--- config.mk ---
export PLATFORM = sky130hd
export DESIGN_NAME = fp16_mul_arbiter
export DESIGN_NICKNAME = d
export VERILOG_FILES = /design/src/rtl/fp16_mul_arb_pkg.sv /design/src/rtl/mul_fp16_singlecycle.sv /design/src/rtl/fp16_mul_arbiter.sv
export SDC_FILE = /design/constraint.sdc
export NUM_CORES = 1
export LEC_CHECK = 0
export BUFFER_PORTS_ARGS = -buffer_cell sky130_fd_sc_hd__buf_2
export CAP_MARGIN = 40
export CORE_MARGIN = 2
export CORE_UTILIZATION = 62
export DETAILED_ROUTE_END_ITERATION = 10
export GPL_TIMING_DRIVEN = 0
export PLACE_DENSITY_LB_ADDON = 0.25
export SLEW_MARGIN = 20
export SYNTH_ARGS = -nofsm -noshare
export SYNTH_HDL_FRONTEND = slang
export SYNTH_HIERARCHICAL = 1
export SYNTH_SLANG_ARGS = --single-unit
--- constraint.sdc ---
create_clock -name clk -period 22.8 [get_ports clk]
set_input_delay 4.56 -clock clk [delete_from_list [all_inputs] [get_ports clk]]
set_output_delay 4.56 -clock clk [all_outputs]
set_load 0.02 [all_outputs]
--- src/rtl/fp16_mul_arb_pkg.sv ---
`default_nettype none
// ============================================================================
//  Module      : fp16_mul_arb_pkg
//  Description : Shared types and the round-robin picker for FP unit arbiters.
//  Revision    : 1.0 - initial release
// ============================================================================
package fp16_mul_arb_pkg;

    localparam int FP16_W    = 16;
    localparam int c_max_req = 8;

    typedef logic [FP16_W-1:0] fp16_t;

    // One-hot grant of the first eligible requester after 'last', wrapping modulo n.
    function automatic logic [c_max_req-1:0] rr_pick(
        input logic [c_max_req-1:0] eligible,
        input logic [2:0]           last,
        input int                   n
    );
        logic [c_max_req-1:0] grant;
        logic [2:0]           idx;
        grant = '0;
        for (int k = 1; k <= c_max_req; k++) begin
            idx = 3'((int'(last) + k) % n);
            if (k <= n && grant == '0 && eligible[idx]) grant[idx] = 1'b1;
        end
        return grant;
    endfunction

endpackage
`default_nettype wire

--- src/rtl/mul_fp16_singlecycle.sv ---
`default_nettype none
// ============================================================================
//  Module      : mul_fp16_singlecycle
//  Description : FP16 multiplier, result and done registered one cycle after
//                start. Round-to-nearest-even; subnormals flush to zero.
//  Revision    : 1.0 - initial release
// ============================================================================
module mul_fp16_singlecycle (
    input  logic        clk,
    input  logic        nRST,
    input  logic        start,
    input  logic [15:0] a,
    input  logic [15:0] b,
    output logic        done,
    output logic [15:0] result
);

    logic        w_sign, w_guard, w_sticky, w_round;
    logic        w_a_nan, w_b_nan, w_a_inf, w_b_inf, w_a_zero, w_b_zero;
    logic [21:0] w_prod;
    logic [9:0]  w_mant;
    logic [10:0] w_mant_r;
    logic [6:0]  w_exp;
    logic [4:0]  w_res_exp;
    logic [15:0] w_result;

    always_comb begin
        w_sign   = a[15] ^ b[15];
        w_a_nan  = (&a[14:10]) & (|a[9:0]);
        w_b_nan  = (&b[14:10]) & (|b[9:0]);
        w_a_inf  = (&a[14:10]) & ~(|a[9:0]);
        w_b_inf  = (&b[14:10]) & ~(|b[9:0]);
        w_a_zero = ~(|a[14:10]);
        w_b_zero = ~(|b[14:10]);
        w_prod   = {11'd0, 1'b1, a[9:0]} * {11'd0, 1'b1, b[9:0]};
        if (w_prod[21]) begin
            w_mant   = w_prod[20:11];
            w_guard  = w_prod[10];
            w_sticky = |w_prod[9:0];
        end else begin
            w_mant   = w_prod[19:10];
            w_guard  = w_prod[9];
            w_sticky = |w_prod[8:0];
        end
        w_round   = w_guard & (w_sticky | w_mant[0]);
        w_mant_r  = {1'b0, w_mant} + {10'd0, w_round};
        // Biased exponent sum still carrying the extra bias of 15.
        w_exp     = {2'b00, a[14:10]} + {2'b00, b[14:10]} + {6'd0, w_prod[21]} + {6'd0, w_mant_r[10]};
        w_res_exp = w_exp[4:0] - 5'd15;

        if (w_a_nan || w_b_nan || (w_a_inf && w_b_zero) || (w_b_inf && w_a_zero))
            w_result = 16'h7E00;
        else if (w_a_inf || w_b_inf)
            w_result = {w_sign, 5'h1F, 10'd0};
        else if (w_a_zero || w_b_zero || w_exp <= 7'd15)
            w_result = {w_sign, 15'd0};
        else if (w_exp >= 7'd46)
            w_result = {w_sign, 5'h1F, 10'd0};
        else
            w_result = {w_sign, w_res_exp, w_mant_r[9:0]};
    end

    always_ff @(posedge clk or negedge nRST) begin
        if (!nRST) begin
            done   <= 1'b0;
            result <= 16'd0;
        end else begin
            done   <= start;
            result <= w_result;
        end
    end

endmodule
`default_nettype wire

--- src/rtl/fp16_mul_arbiter.sv ---
`default_nettype none
// ============================================================================
//  Module      : fp16_mul_arbiter
//  Description : Round-robin sharing of one FP16 multiplier among NREQ
//                requesters, each with a one-entry response buffer.
//  Revision    : 1.0 - initial release
// ============================================================================
module fp16_mul_arbiter
    import fp16_mul_arb_pkg::*;
#(
    parameter int NREQ = 4,
    parameter int IDW  = $clog2(NREQ)
) (
    input  logic                   clk,
    input  logic                   RST,
    input  logic [NREQ-1:0]        req_valid,
    output logic [NREQ-1:0]        req_ready,
    input  logic [NREQ*FP16_W-1:0] req_a,
    input  logic [NREQ*FP16_W-1:0] req_b,
    output logic [NREQ-1:0]        rsp_valid,
    input  logic [NREQ-1:0]        rsp_ready,
    output logic [NREQ*FP16_W-1:0] rsp_result,
    output logic                   busy
);

    localparam logic [IDW-1:0] c_last_rst = IDW'(NREQ - 1);

    logic                   r_inflight_v;
    logic [IDW-1:0]         r_inflight_id;
    logic [IDW-1:0]         r_last_grant;
    logic [NREQ-1:0]        r_rsp_valid;
    logic [NREQ*FP16_W-1:0] r_rsp_result;

    logic [NREQ-1:0]        w_elig;
    logic [NREQ-1:0]        w_grant;
    logic                   w_fire;
    logic [IDW-1:0]         w_gid;
    fp16_t                  w_op_a, w_op_b, w_mul_result;
    logic                   w_mul_done;

    // A slot whose buffer is draining this cycle is free by the capture edge.
    always_comb begin
        w_elig = '0;
        for (int i = 0; i < NREQ; i++)
            w_elig[i] = req_valid[i] & ~RST
                      & ~(r_inflight_v && r_inflight_id == IDW'(i))
                      & (~r_rsp_valid[i] | rsp_ready[i]);
    end

    assign w_grant = NREQ'(rr_pick(c_max_req'(w_elig), 3'(r_last_grant), NREQ));
    assign w_fire  = |w_grant;

    always_comb begin
        w_gid = '0;
        for (int i = 0; i < NREQ; i++)
            if (w_grant[i]) w_gid = IDW'(i);
    end

    assign w_op_a = req_a[w_gid*FP16_W +: FP16_W];
    assign w_op_b = req_b[w_gid*FP16_W +: FP16_W];

    mul_fp16_singlecycle u_mul (
        .clk    (clk),
        .nRST   (~RST),
        .start  (w_fire),
        .a      (w_op_a),
        .b      (w_op_b),
        .done   (w_mul_done),
        .result (w_mul_result)
    );

    always_ff @(posedge clk or posedge RST) begin
        if (RST) begin
            r_inflight_v  <= 1'b0;
            r_inflight_id <= '0;
            r_last_grant  <= c_last_rst;
        end else begin
            r_inflight_v <= w_fire;
            if (w_fire) begin
                r_inflight_id <= w_gid;
                r_last_grant  <= w_gid;
            end
        end
    end

    always_ff @(posedge clk or posedge RST) begin
        if (RST) begin
            r_rsp_valid  <= '0;
            r_rsp_result <= '0;
        end else begin
            for (int i = 0; i < NREQ; i++) begin
                if (w_mul_done && r_inflight_id == IDW'(i)) begin
                    r_rsp_valid[i]                     <= 1'b1;
                    r_rsp_result[i*FP16_W +: FP16_W]   <= w_mul_result;
                end else if (rsp_ready[i]) begin
                    r_rsp_valid[i] <= 1'b0;
                end
            end
        end
    end

    assign req_ready  = w_grant;
    assign rsp_valid  = r_rsp_valid;
    assign rsp_result = r_rsp_result;
    assign busy       = r_inflight_v | (|r_rsp_valid);

endmodule
`default_nettype wire

==> impl_metrics.yaml, run 1 <==
drt:
  drt_iter0_markers: 622
  drt-total-wl_um: 30500
  drc: 0
  wire_per_inst_um: 18.4
  vias: 10250
  antenna_left: 0
  avgViaCountPerCell: 6.21
  drt_first_pass_iters: 5
worst_hold_path:
  hp-class: "flip-flop to flip-flop"
timing:
  min_period_over_period: 0.760
  slew-limit-headroom: 0.413
  hold_violations: 0
  fin_crit_ps: 17340
  setup_violations: 0
  fmax_mhz: 57.7
  rsz0062_at_grt: "false"
  skew_ps: 6.37
  worst_pin_slew_ps: 877
  setup_tns_ps: 0
  drv_slew: 0
setup_path:
  cp_data_arrival_time_ps: 17530
  reg2reg_setup_slack_ps: 8690
  r2r-start: "r_last_grant[0]"
  reg2reg_to: "u_mul/result[7]"
  slowest_delay_ps: 660
  cp.depth: 48
  cpLargestDelayFamily: "adder cells"
  worstPathRequired_ps: 22990
  cp_max_fo: 10
  crit_type: "input pin to flip-flop"
  critPathCapture: "u_mul/result[7]"
  critPathLaunchType: "input pin"
  r2r_cells: 49
  cpMaxStageDelayCell: "o41ai_4"
  cp-startpoint: "RST"
  cp-end-kind: "flip-flop"
  crit_top_cell: "fa_1"
  path_buf_inv: 14
floorplan:
  dieArea_sq_um: 18400
  rows: 48
  die_w_um: 136
  io_pins: 211
  core_area_sq_um: 17100
  fp.dieH_um: 136
  start_util: 0.629
grt:
  grt-ovfl-total: 0
  antenna_found_initial: 0
  grtUsageTotal: 0.330
  grt_pass1_vias: 9595
  grt_max_degree: 56
  grt_pass1_wl_um: 48400
synthesis:
  postSynth.asyncResetShare: 1.00
  synth_area_per_cell_sq_um: 8.99
  dominantRegCellSynth: "dfrtp_1"
  ys_seq_area_frac: 0.209
  postSynthCellCount: 1198
  ys_ff_latch: 90
  synth_cell_types: 79
  ys_warn_count: 6
  netlist_area_sq_um: 10800
  synth_edf_count: 0
  synthesis.nets: 1497
cells_and_area:
  final_cell_mix: "buf_2, inv_1, nand2_1"
  area_growth_pct: 15.4
  final_common_cell: "buf_2"
  n_antenna_cell: 0
  drive_above_1_share: 0.238
  finalInstanceArea_sq_um: 12400
  num-nets-final: 1720
  nFillCells: 1306
cts:
  cts_setup_buffers: 0
  cts_buffers: 9
  cts-root-buf: "clkbuf_16"
  insertion_delay_ps: 330
  cts.path.max_buffers: 2
  htreeDepth: 3
  cts-hold-fix-buffers: 0
  cts_resized: 0
  path_clk_slew_ps: 60
  cts_tree: "done"
  clock_sinks: 90
placement:
  dpl_cell_area_sq_um: 12100
  dp_hpwl_um: 24300
  gp_congestion: 0.984
  port_buffers: 210
job:
  maxCapViolations: 0
outcome:
  status: "completed"
==> cell families after synthesis <==
kind of cell | Yosys count | share of synthesized area
mux | 71 | 0.0782
xor+xnor | 29 | 0.0236
fa+ha+maj | 161 | 0.244
compound gates | 286 | 0.200
buf+inv | 224 | 0.0847
flops | 90 | 0.209
simple gates | 337 | 0.160
==> metal layers <==
metal / vias to the layer above / global-route usage / wire length, um
met5: - / 0 / 0
met4: 0 / 0.110 / 915
met3: 78 / 0.0475 / 2150
met2: 457 / 0.538 / 14600
met1: 4994 / 0.454 / 12800
li1: 4721 / - / -
==> layout make-up <==
type / count / area (sq um) / share of cell area
Timing Repair Buffer: 212 / 1080 / 0.0872
Buffer: 86 / 382 / 0.0307
Clock inverter: 5 / 55.1 / 0.00443
Clock buffer: 11 / 233 / 0.0187
Multi-Input combinational cell: 884 / 7600 / 0.612
Tap cell: 225 / 282 / 0.0227
Inverter: 138 / 533 / 0.0429
Sequential cell: 90 / 2250 / 0.182
==> worst min-delay path by stage <==
stage	start	to	slack (ps)	cells past startpoint
finish	rsp_result[55]	rsp_result[55]	500	1
global route	rsp_result[46]	rsp_result[46]	520	1
CTS	rsp_result[54]	rsp_result[54]	500	1
detailed placement	rsp_result[24]	rsp_result[24]	490	1
global placement	rsp_result[32]	rsp_result[32]	480	1
floorplan	u_mul/result[1]	rsp_result[17]	510	1
==> synth_stat cells (4+ instances only) <==
cell       number  area share
inv_1         136       0.047
nand2_1        89       0.031
dfrtp_1        88        0.20
fa_1           82        0.15
ha_1           79       0.092
o211ai_1       74       0.052
mux2_2         65       0.068
clkbuf_1       61       0.021
o21ai_0        46       0.021
nand3_1        44       0.020
nor3_1         44       0.020
and2_1         42       0.024
nor2_1         42       0.015
o2111ai_1      36       0.029
o31a_1         32       0.026
a21oi_1        29       0.013
buf_2          17      0.0079
xnor2_1        17       0.014
nand4_1        12      0.0070
xor2_1         12      0.0098
a21o_1         11      0.0077
nand2b_1       10      0.0058
and3_1          9      0.0052
nor2b_1         7      0.0041
and4_1          6      0.0049
buf_4           6      0.0042
a211oi_1        5      0.0035
nor4_1          5      0.0029
a311o_1         4      0.0037
mux4_2          4      0.0084
nand3b_1        4      0.0028
nor3b_1         4      0.0028
nor4b_1         4      0.0033
o31ai_1         4      0.0028
or4_1           4      0.0028
==> metrics by stage <==
stage	worst slack (ps)	hold slack (ps)	instances	util
global placement	5560	482	1633	0.707
floorplan	7320	512	1198	-
detailed placement	5340	488	1635	0.709
CTS	5650	502	1651	0.726
global route	4860	518	1651	0.726
finish	5460	502	1651	0.726
==> state kept, by name, indices dropped and copies added (netlist names) <==
signal,cells
r_last_grant,2
r_inflight_v,1
r_inflight_id,2
rsp_valid,4
u_mul/done,1
rsp_result,64
u_mul/result,16
Power of run 1 is not shown: default switching activity piles up to over one toggle a cycle in this logic, so the estimate is an artifact.
==> run 2: changes to the inputs <==
--- a/config.mk
+++ b/config.mk
@@ -8,7 +8,7 @@
 export BUFFER_PORTS_ARGS = -buffer_cell sky130_fd_sc_hd__buf_2
 export CAP_MARGIN = 40
 export CORE_MARGIN = 2
-export CORE_UTILIZATION = 62
+export CORE_UTILIZATION = 58
 export DETAILED_ROUTE_END_ITERATION = 10
 export GPL_TIMING_DRIVEN = 0
 export PLACE_DENSITY_LB_ADDON = 0.25
==> constraint.sdc (replaced) <==
create_clock -name clk -period 17.9 [get_ports clk]
set_input_delay 3.58 -clock clk [delete_from_list [all_inputs] [get_ports clk]]
set_output_delay 3.58 -clock clk [all_outputs]
set_load 0.02 [all_outputs]
==> impl_metrics.yaml, run 2 (synthesized netlist as in run 1, its figures left out) <==
placement:
  gp_congestion: 0.986
  dp_hpwl_um: 24600
  port_buffers: 210
  dpl_cell_area_sq_um: 12100
drt:
  vias: 10214
  avgViaCountPerCell: 6.17
  drt_iter0_markers: 802
  wire_per_inst_um: 18.6
  drc: 0
  drt_first_pass_iters: 5
  drt-total-wl_um: 30700
  antenna_left: 0
grt:
  grt_max_degree: 49
  antenna_found_initial: 0
  grt_pass1_wl_um: 48800
  grt_pass1_vias: 9702
  grt-ovfl-total: 0
  grtUsageTotal: 0.306
cts:
  clock_sinks: 90
  cts_setup_buffers: 0
  insertion_delay_ps: 340
  path_clk_slew_ps: 60
  cts-root-buf: "clkbuf_16"
  cts.path.max_buffers: 2
  cts_resized: 0
  htreeDepth: 3
  cts-hold-fix-buffers: 0
  cts_buffers: 9
  cts_tree: "done"
timing:
  rsz0062_at_grt: "false"
  fin_crit_ps: 16080
  worst_pin_slew_ps: 865
  drv_slew: 0
  setup_violations: 0
  min_period_over_period: 0.898
  hold_violations: 0
  slew-limit-headroom: 0.421
  setup_tns_ps: 0
  skew_ps: 4.61
  fmax_mhz: 62.2
cells_and_area:
  register_area_sq_um: 2250
  nFillCells: 1442
  num-nets-final: 1720
  finalInstanceArea_sq_um: 12400
  final_cell_mix: "buf_2, inv_1, nand2_1"
  area_growth_pct: 15.6
  fin_util: 0.688
  largest_register_ffs: 64
  drive_above_1_share: 0.239
  final_common_cell: "buf_2"
  n_antenna_cell: 0
  multiInputGateArea_sq_um: 7600
floorplan:
  io_pins: 211
  dieArea_sq_um: 19700
  die_w_um: 140
  start_util: 0.595
  rows: 49
  fp.dieH_um: 140
  core_area_sq_um: 18100
setup_path:
  cp-end-kind: "flip-flop"
  critPathLaunchType: "input pin"
  crit_type: "input pin to flip-flop"
  cpMaxStageDelayCell: "o41ai_4"
  cp_data_arrival_time_ps: 16300
  cp_max_fo: 10
  slowest_delay_ps: 630
  crit_top_cell: "fa_1"
  worstPathRequired_ps: 18120
job:
  maxCapViolations: 0
worst_hold_path:
  hp-class: "flip-flop to flip-flop"
outcome:
  status: "completed"
run 2: changes by cell type in the layout (fill, tap and decap cells not counted), sizes merged:
cell	previous run	this run
clkinv	3	4
clkinvlp	2	1
run 2: path summary, 6_finish.rpt:
check / slack [ps] / endpoint / cells past startpoint / from
worst max-delay path: 1820 / u_mul/result[7] / 48 / RST
worst min-delay path: 500 / rsp_result[2] / 1 / rsp_result[2]
worst max register to register: 4120 / u_mul/result[7] / 49 / r_last_grant[0]
worst min register to register: 500 / rsp_result[2] / 1 / rsp_result[2]
max in group asynchronous: 13960 / rsp_result[38] / 3 / RST
min in group asynchronous: 3320 / rsp_valid[2] / 2 / RST
run 2: cell type report:
type,instances,share of cell area
inverter,138,0.0428
clock buffer,11,0.0203
buffer,86,0.0307
timing repair buffer,212,0.0871
sequential,90,0.181
multi-input combinational,884,0.611
tap,229,0.0230
clock inverter,5,0.00422
run 2: per-layer routing:
| layer | share of wire | up-vias | global-route usage |
|---|---|---|---|
| met5 | 0 | - | 0 |
| met4 | 0.028 | 0 | 0.0957 |
| met3 | 0.073 | 68 | 0.0417 |
| met2 | 0.48 | 473 | 0.498 |
| met1 | 0.42 | 4959 | 0.427 |
| li1 | - | 4714 | - |
run 2: critical path: cells and delay by family:
family,cells,cell delay (ps)
AND/OR/NAND/NOR,14,3150
AO/OA/AOI/OAI,9,2670
buffers and inverters,14,2430
adder cells (fa/ha/maj),11,4450
run 2: metrics by stage:
stage / hold slack, ps / setup WS (ps) / cells
final: 502 / 1820 / 1655
after global routing: 519 / 1090 / 1655
after CTS: 506 / 1860 / 1655
after detailed placement: 488 / 1510 / 1639
after global placement: 482 / 1750 / 1637
after floorplan: 512 / 3400 / 1198
Power of run 2 is left out for the same reason.
==> run 3: changes to the inputs <==
--- a/config.mk
+++ b/config.mk
@@ -11,7 +11,7 @@
 export CORE_UTILIZATION = 58
 export DETAILED_ROUTE_END_ITERATION = 10
 export GPL_TIMING_DRIVEN = 0
-export PLACE_DENSITY_LB_ADDON = 0.25
+export PLACE_DENSITY = 0.83
 export SLEW_MARGIN = 20
 export SYNTH_ARGS = -nofsm -noshare
 export SYNTH_HDL_FRONTEND = slang
==> impl_metrics.yaml, run 3 (synthesized netlist as in run 1, its figures left out) <==
outcome:
  status: "complete, but fails checks"
  failed_checks: "design-rule violations"
setup_path:
  worstPathRequired_ps: 18110
  cp-startpoint: "RST"
  reg2reg_to: "u_mul/result[7]"
  crit_top_cell: "fa_1"
  slowest_delay_ps: 660
  crit_type: "input pin to flip-flop"
  r2r-start: "r_last_grant[0]"
  path_buf_inv: 14
  cpMaxStageDelayCell: "o41ai_4"
  critPathLaunchType: "input pin"
  reg2reg_setup_slack_ps: 3970
  cp_max_fo: 10
  r2r_cells: 49
  cp-end-kind: "flip-flop"
  cp_data_arrival_time_ps: 16430
  cpLargestDelayFamily: "adder cells"
timing:
  layout_setup_ws_ps: 1680
  slew-limit-headroom: 0.524
  skew_ps: 4.35
  setup_violations: 0
  fmax_mhz: 61.7
  worst_pin_slew_ps: 711
  min_period_over_period: 0.906
  rsz0062_at_grt: "false"
  hold_violations: 0
  fin_crit_ps: 16220
  drv_slew: 0
  setup_tns_ps: 0
cts:
  cts_buffers: 9
  cts-root-buf: "clkbuf_16"
  htreeDepth: 3
  insertion_delay_ps: 340
  cts-hold-fix-buffers: 0
  cts_tree: "done"
  clock_sinks: 90
  cts_setup_buffers: 0
  path_clk_slew_ps: 60
  cts_resized: 0
  cts.path.max_buffers: 2
floorplan:
  die_w_um: 140
  io_pins: 211
  dieArea_sq_um: 19700
  fp.dieH_um: 140
  start_util: 0.595
  core_area_sq_um: 18100
  rows: 49
cells_and_area:
  final_cell_mix: "buf_2, inv_1, nand2_1"
  n_antenna_cell: 0
  drive_above_1_share: 0.240
  num-nets-final: 1721
  largest_register_ffs: 64
  area_growth_pct: 15.7
  final_common_cell: "buf_2"
placement:
  dp_slack_ps: 1500
  gp_congestion: 0.961
  dp_hpwl_um: 24700
  port_buffers: 210
worst_hold_path:
  hold_end: "rsp_result[25]"
  worstHoldPathCells: 1
  min_from: "rsp_result[25]"
  hp-class: "flip-flop to flip-flop"
drt:
  wire_per_inst_um: 18.7
  drt_first_pass_iters: 8
  drt-total-wl_um: 30900
  avgViaCountPerCell: 6.24
  drc: 1
  antenna_left: 0
  drt_iter0_markers: 981
  vias: 10339
grt:
  antenna_found_initial: 0
  grt_pass1_vias: 9611
  grtUsageTotal: 0.303
  grt_pass1_wl_um: 48400
  grt-ovfl-total: 0
  grt_max_degree: 63
job:
  maxCapViolations: 0
run 3: changes by cell type in the layout (fill, tap and decap cells not counted), sizes merged:
cell / delta
inv: +1
clkinv: +1
buf: +1
bufinv: +1
clkinvlp: -1
clkbuf: -2
run 3: cell type report:
| cell class | instances | area (sq um) |
|---|---|---|
| buffer | 86 | 382 |
| clock buffer | 9 | 225 |
| clock inverter | 7 | 92.6 |
| fill | 1422 | 5630 |
| inverter | 138 | 533 |
| multi-input combinational | 884 | 7600 |
| sequential | 90 | 2250 |
| tap | 229 | 287 |
| timing repair buffer | 213 | 1090 |
run 3: worst reg2reg max path, delay by kind of cell (launching register included):
family          cells  cell delay [ps]
compound gates      9             2690
fa+ha+maj          12             4810
buf+inv            14             2510
flops               1              660
simple gates       14             3150
run 3: routing by layer:
metal  GRT usage  share of wire
met3      0.0335          0.074
met1       0.437           0.42
met5           0              0
met2       0.490           0.48
met4      0.0851          0.026
run 3: stage by stage:
stage / area, sq um / hold WS (ps) / instances / util
global placement: 12100 / 482 / 1637 / 0.669
detailed placement: 12100 / 488 / 1639 / 0.671
CTS: 12500 / 501 / 1655 / 0.689
floorplan: 10800 / 512 / 1198 / -
global route: 12500 / 516 / 1656 / 0.689
finish: 12500 / 499 / 1656 / 0.689
run 3: worst max-delay path by stage:
stage,end,slack (ps),depth (start not counted)
2_1_floorplan,u_mul/result[7],3400,50
3_3_place_gp,u_mul/result[7],1640,48
3_5_place_dp,u_mul/result[7],1500,48
4_1_cts,u_mul/result[7],1800,48
5_1_grt,u_mul/result[7],970,50
6_report,u_mul/result[7],1680,48
Power of run 3 is left out for the same reason.
